## config.mk

```make
export PLATFORM = sky130hd
export DESIGN_NAME = tmnt_prio_mixer
export DESIGN_NICKNAME = d
export VERILOG_FILES = /design/src/rtl/tmnt_prio_mixer.sv
export SDC_FILE = /design/constraint.sdc
export NUM_CORES = 1
export LEC_CHECK = 0
export BUFFER_PORTS_ARGS = -buffer_cell sky130_fd_sc_hd__buf_2
export CAP_MARGIN = 20
export CORE_MARGIN = 8
export CORE_UTILIZATION = 46
export DETAILED_ROUTE_END_ITERATION = 6
export PLACE_DENSITY_LB_ADDON = 0.08
export REMOVE_ABC_BUFFERS = 1
export SLEW_MARGIN = 30
export SYNTH_ARGS = -nofsm -noshare
export SYNTH_HDL_FRONTEND = slang
export SYNTH_SLANG_ARGS = --single-unit
export TNS_END_PERCENT = 100
```

## constraint.sdc

```tcl
create_clock -name V6M -period 1.3 [get_ports V6M]
set_input_delay 0.13 -clock V6M [delete_from_list [all_inputs] [get_ports V6M]]
set_output_delay 0.13 -clock V6M [all_outputs]
set_load 0.02 [all_outputs]
```

## src/rtl/tmnt_prio_mixer.sv

```systemverilog
// tmnt_prio_mixer: two-stage layer priority mixer with vblank-latched mode register
module tmnt_prio_mixer (
    input  logic       V6M,
    input  logic       NRESET,
    input  logic [7:0] FIX_PX,
    input  logic [7:0] LA_PX,
    input  logic [7:0] LB_PX,
    input  logic [7:0] OBJ_PX,
    input  logic       OBJ_PRI,
    input  logic       OBJ_SH,
    input  logic       NHBLK,
    input  logic       NVBLK,
    input  logic       PRIO_CS,
    input  logic       NLWR,
    input  logic [7:0] CPU_DIN,
    output logic [9:0] CD,
    output logic       SHADOW,
    output logic       NCBLK
);
    logic [2:0] pend, act;
    logic       nvblk_d;
    logic [7:0] fix_q, la_q, lb_q, obj_q;
    logic       pri_q, sh_q, cblk_q;
    logic       fix_op, la_op, lb_op, obj_op;
    logic [7:0] f_px, k_px;
    logic [1:0] f_code, k_code;
    logic       f_op, fix_v, obj_v, shadow_sel;
    logic [9:0] sel;

    // CPU mode write and vblank-start transfer; ACT takes the pre-write PEND on a collision
    always_ff @(posedge V6M or negedge NRESET)
        if (!NRESET) begin
            pend    <= '0;
            act     <= '0;
            nvblk_d <= 1'b0;
        end else begin
            nvblk_d <= NVBLK;
            if (!PRIO_CS && !NLWR) pend <= CPU_DIN[2:0];
            if (nvblk_d && !NVBLK) act <= pend;
        end

    // Stage 1: register pixels, sprite attributes, raw blank and opaque flags
    always_ff @(posedge V6M or negedge NRESET)
        if (!NRESET) begin
            {fix_q, la_q, lb_q, obj_q} <= '0;
            {pri_q, sh_q, cblk_q}      <= '0;
            {fix_op, la_op, lb_op, obj_op} <= '0;
        end else begin
            fix_q  <= FIX_PX;
            la_q   <= LA_PX;
            lb_q   <= LB_PX;
            obj_q  <= OBJ_PX;
            pri_q  <= OBJ_PRI;
            sh_q   <= OBJ_SH;
            cblk_q <= NHBLK & NVBLK;
            fix_op <= |FIX_PX[3:0];
            la_op  <= |LA_PX[3:0];
            lb_op  <= |LB_PX[3:0];
            obj_op <= |OBJ_PX[3:0];
        end

    // Stage 2 priority: first opaque of FIX > OBJ > F > K (or FIX > F > OBJ > K), else K
    always_comb begin
        f_px       = act[0] ? lb_q : la_q;
        k_px       = act[0] ? la_q : lb_q;
        f_code     = act[0] ? 2'b10 : 2'b01;
        k_code     = act[0] ? 2'b01 : 2'b10;
        f_op       = act[0] ? lb_op : la_op;
        fix_v      = fix_op & ~act[1];
        obj_v      = obj_op & ~sh_q;
        sel        = fix_v          ? {2'b00, fix_q} :
                     !pri_q && obj_v ? {2'b11, obj_q} :
                     f_op           ? {f_code, f_px} :
                     obj_v          ? {2'b11, obj_q} :
                                      {k_code, k_px};
        shadow_sel = act[2] & sh_q & obj_op & (sel[9:8] != 2'b00);
    end

    // Stage 2 output register with blanking forcing CD and SHADOW low
    always_ff @(posedge V6M or negedge NRESET)
        if (!NRESET) begin
            CD     <= '0;
            SHADOW <= 1'b0;
            NCBLK  <= 1'b0;
        end else begin
            CD     <= cblk_q ? sel : 10'd0;
            SHADOW <= cblk_q & shadow_sel;
            NCBLK  <= cblk_q;
        end
endmodule

```

==> metrics <==
status=complete, but fails checks; failing checks=setup timing; setup repair bufs after CTS=0; global-route usage over all layers=0.148; Hold Violations, Final=0; cells along the critical path=mux2_4 -> a211oi_2 -> o22ai_2 -> o21ai_1; critical path data arrival time=1.65 ns; vias=1,607; largest net degree at the start of global routing=around 60; number of synthesized register bits=58; syn_area_per_cell=14.1 um2; hold_ws=0.0224 ns; final period utilization=1.07; clk slew on worst S/H paths=about 0.06 ns; antenna violations before repair=0; Lkg Pwr=1.47 nW; sequential standard cell area=1450 um2; share of post-route cells with drive strength above 1=0.423; maximum VDD drop=about 0.85 mV; iteration-0 DRC count of the detailed router=54; row count=24; fillers=293; die area=between 7000 and 8000 um2; f_max=717 MHz; multi-input logic area=728 um2; Initial Util=0.483; Fin Setup TNS=-0.453 ns; CP Buf/Inv Count=0; most frequent cells in the layout=57 x dfrtp_1, 54 x buf_2, 36 x dlygate4sd3_1; Cells after DPL=261; Power per Cell Area=1330 nW/um2; max_cap viols=0; Routed WL per cell=16.3 um; vias in the first global route=1,805; crit end category=register; gpl congestion=roughly 0.86; global route total overflow=0; final non-filler cell total=312; Routed Antenna Nets=0; worst skew pair latency=0.32 ns; synthesized area=roughly 2100 um2; crit-path max FO=8; Worst Hold Class=in2reg; DP HPWL=3.43 mm; # DRC=0; synth warn=0; Slew HR=0.748; Critical Path RT=1.55 ns; # IOs=60; Nets=304; Slew @ Worst Pin=0.378 ns; post-route minimum period=~1.4 ns; clk_skew=approximately 0.0031 ns; unique cell type count in the Yosys netlist=25; Setup Crit Path Kind=reg2reg; slowest CP cell=dfrtp_2; antenna diode count=0; Core Area=4380 um2; CTS Buf Count=9; cells after synthesis=150; first-pass GRT wire length=8.38 mm; Startpoint Class=register; commonest non-fill, non-tap cell in the layout=dfrtp_1; CTS root buf=clkbuf_8; CP delay by family, top=flip-flops; die width=83.9 um; register area share after synthesis=0.685; Clock Path Buffers=2; max incr delay on CP=roughly 0.47 ns; Slew Viols, Final=0; Port Buffer Count=54; RSZ-0062 raised after global routing=true; Pwr Total=around 4.2 mW; final setup fails=8; CTS H-tree depth=3; Layout area overhead=49.4%; Die Y=roughly 84 um; CTS tree=done; final worst setup slack=-0.0956 ns; CTS sink cnt=58; iteration count of the initial detailed-routing pass=4; Via density=between 5 and 6; routed wire length=5.07 mm
metrics by stage:
step                setup WS, ns   util  area (um2)
finish                   -0.0956  0.722        3160
global route              -0.129  0.722        3160
CTS                      -0.0409  0.715        3140
detailed placement        -0.136  0.574        2520
global placement         -0.0982  0.574        2520
floorplan                 -0.223      -        2070
synthesized netlist by cell type:
master	instances	area, um2
or4_1	4	30.0
nor3b_2	1	12.5
nor3b_1	9	67.6
o21ai_0	1	5.00
a211oi_2	1	12.5
mux2i_1	8	80.1
buf_6	1	11.3
a211oi_1	7	52.6
or2_2	1	6.26
nor2b_1	3	18.8
nand3_1	1	5.00
nand2b_1	1	6.26
mux2_2	7	78.8
a221o_1	8	80.1
inv_1	1	3.75
nor2_1	3	11.3
o22ai_1	8	50.1
clkbuf_1	2	7.51
nand2_1	8	30.0
a221oi_1	2	17.5
o21ai_1	8	40.0
and2_1	2	12.5
buf_2	4	20.0
dfrtp_1	58	1450
buf_4	1	7.51
state kept, by name, summed over array words and instances (netlist names):
signal and cells:
obj_q 8, lb_op 1, SHADOW 1, la_op 1, la_q 8, fix_op 1, act 3, pend 3
NCBLK 1, CD 10, sh_q 1, cblk_q 1, fix_q 8, nvblk_d 1, obj_op 1, pri_q 1
lb_q 8
per-layer routing:
layer | global-route usage | up-vias | wire (um)
met3 | 0.0596 | 7 | 335
met5 | 0 | - | 0
li1 | - | 766 | -
met2 | 0.225 | 68 | 2400
met4 | 0.0801 | 0 | 66
met1 | 0.175 | 766 | 2270
worst register-to-register path, stage by stage, from the launching register on:
cell,delay (ns)
dfrtp_2,0.47
mux2_4,0.39
a211oi_2,0.25
o22ai_2,0.10
o21ai_1,0.11
final cells by class:
class | count | share of cell area
well taps | 52 | 0.0206
clock inverters | 3 | 0.00474
flip-flops and latches | 58 | 0.459
inverters | 1 | 0.00119
multi-input cells | 83 | 0.230
repair buffers | 103 | 0.235
clock buffers | 12 | 0.0490
kinds of logic (layout without fill, tap and decap cells):
| group | count (synthesis) | in the layout | synth area share |
|---|---|---|---|
| mux | 15 | 15 | 0.0750 |
| buf+inv | 9 | 119 | 0.0236 |
| compound gates | 35 | 35 | 0.122 |
| flops | 58 | 58 | 0.685 |
| simple gates | 33 | 33 | 0.0945 |
worst paths after layout:
kind / startpoint / cells after the start / slack [ns] / endpoint
setup / recovery: act[0]$_DFFE_PN0P_ / 4 / -0.1 / CD[5]$_DFF_PN0_
hold / removal: NHBLK / 2 / 0.02 / cblk_q$_DFF_PN0_
setup reg to reg: act[0]$_DFFE_PN0P_ / 4 / -0.1 / CD[5]$_DFF_PN0_
hold reg to reg: cblk_q$_DFF_PN0_ / 0 / 0.39 / NCBLK$_DFF_PN0_
max in group asynchronous: NRESET / 3 / 0.71 / act[0]$_DFFE_PN0P_
min in group asynchronous: NRESET / 3 / 0.34 / cblk_q$_DFF_PN0_
repair_timing:
item,CTS,global route
endpoints found under the setup margin,10,10
pin swaps,8,4
hold buffers,36,0
endpoints found under the hold margin,95,0
resized for setup,19,6
report_power, final:
group          switching, mW  internal (mW)  leakage (nW)
logic                  0.378          0.416         0.685
clock network          0.619          0.774        0.0920
registers             0.0845           1.94         0.688
(Power assumes the default switching activity.)
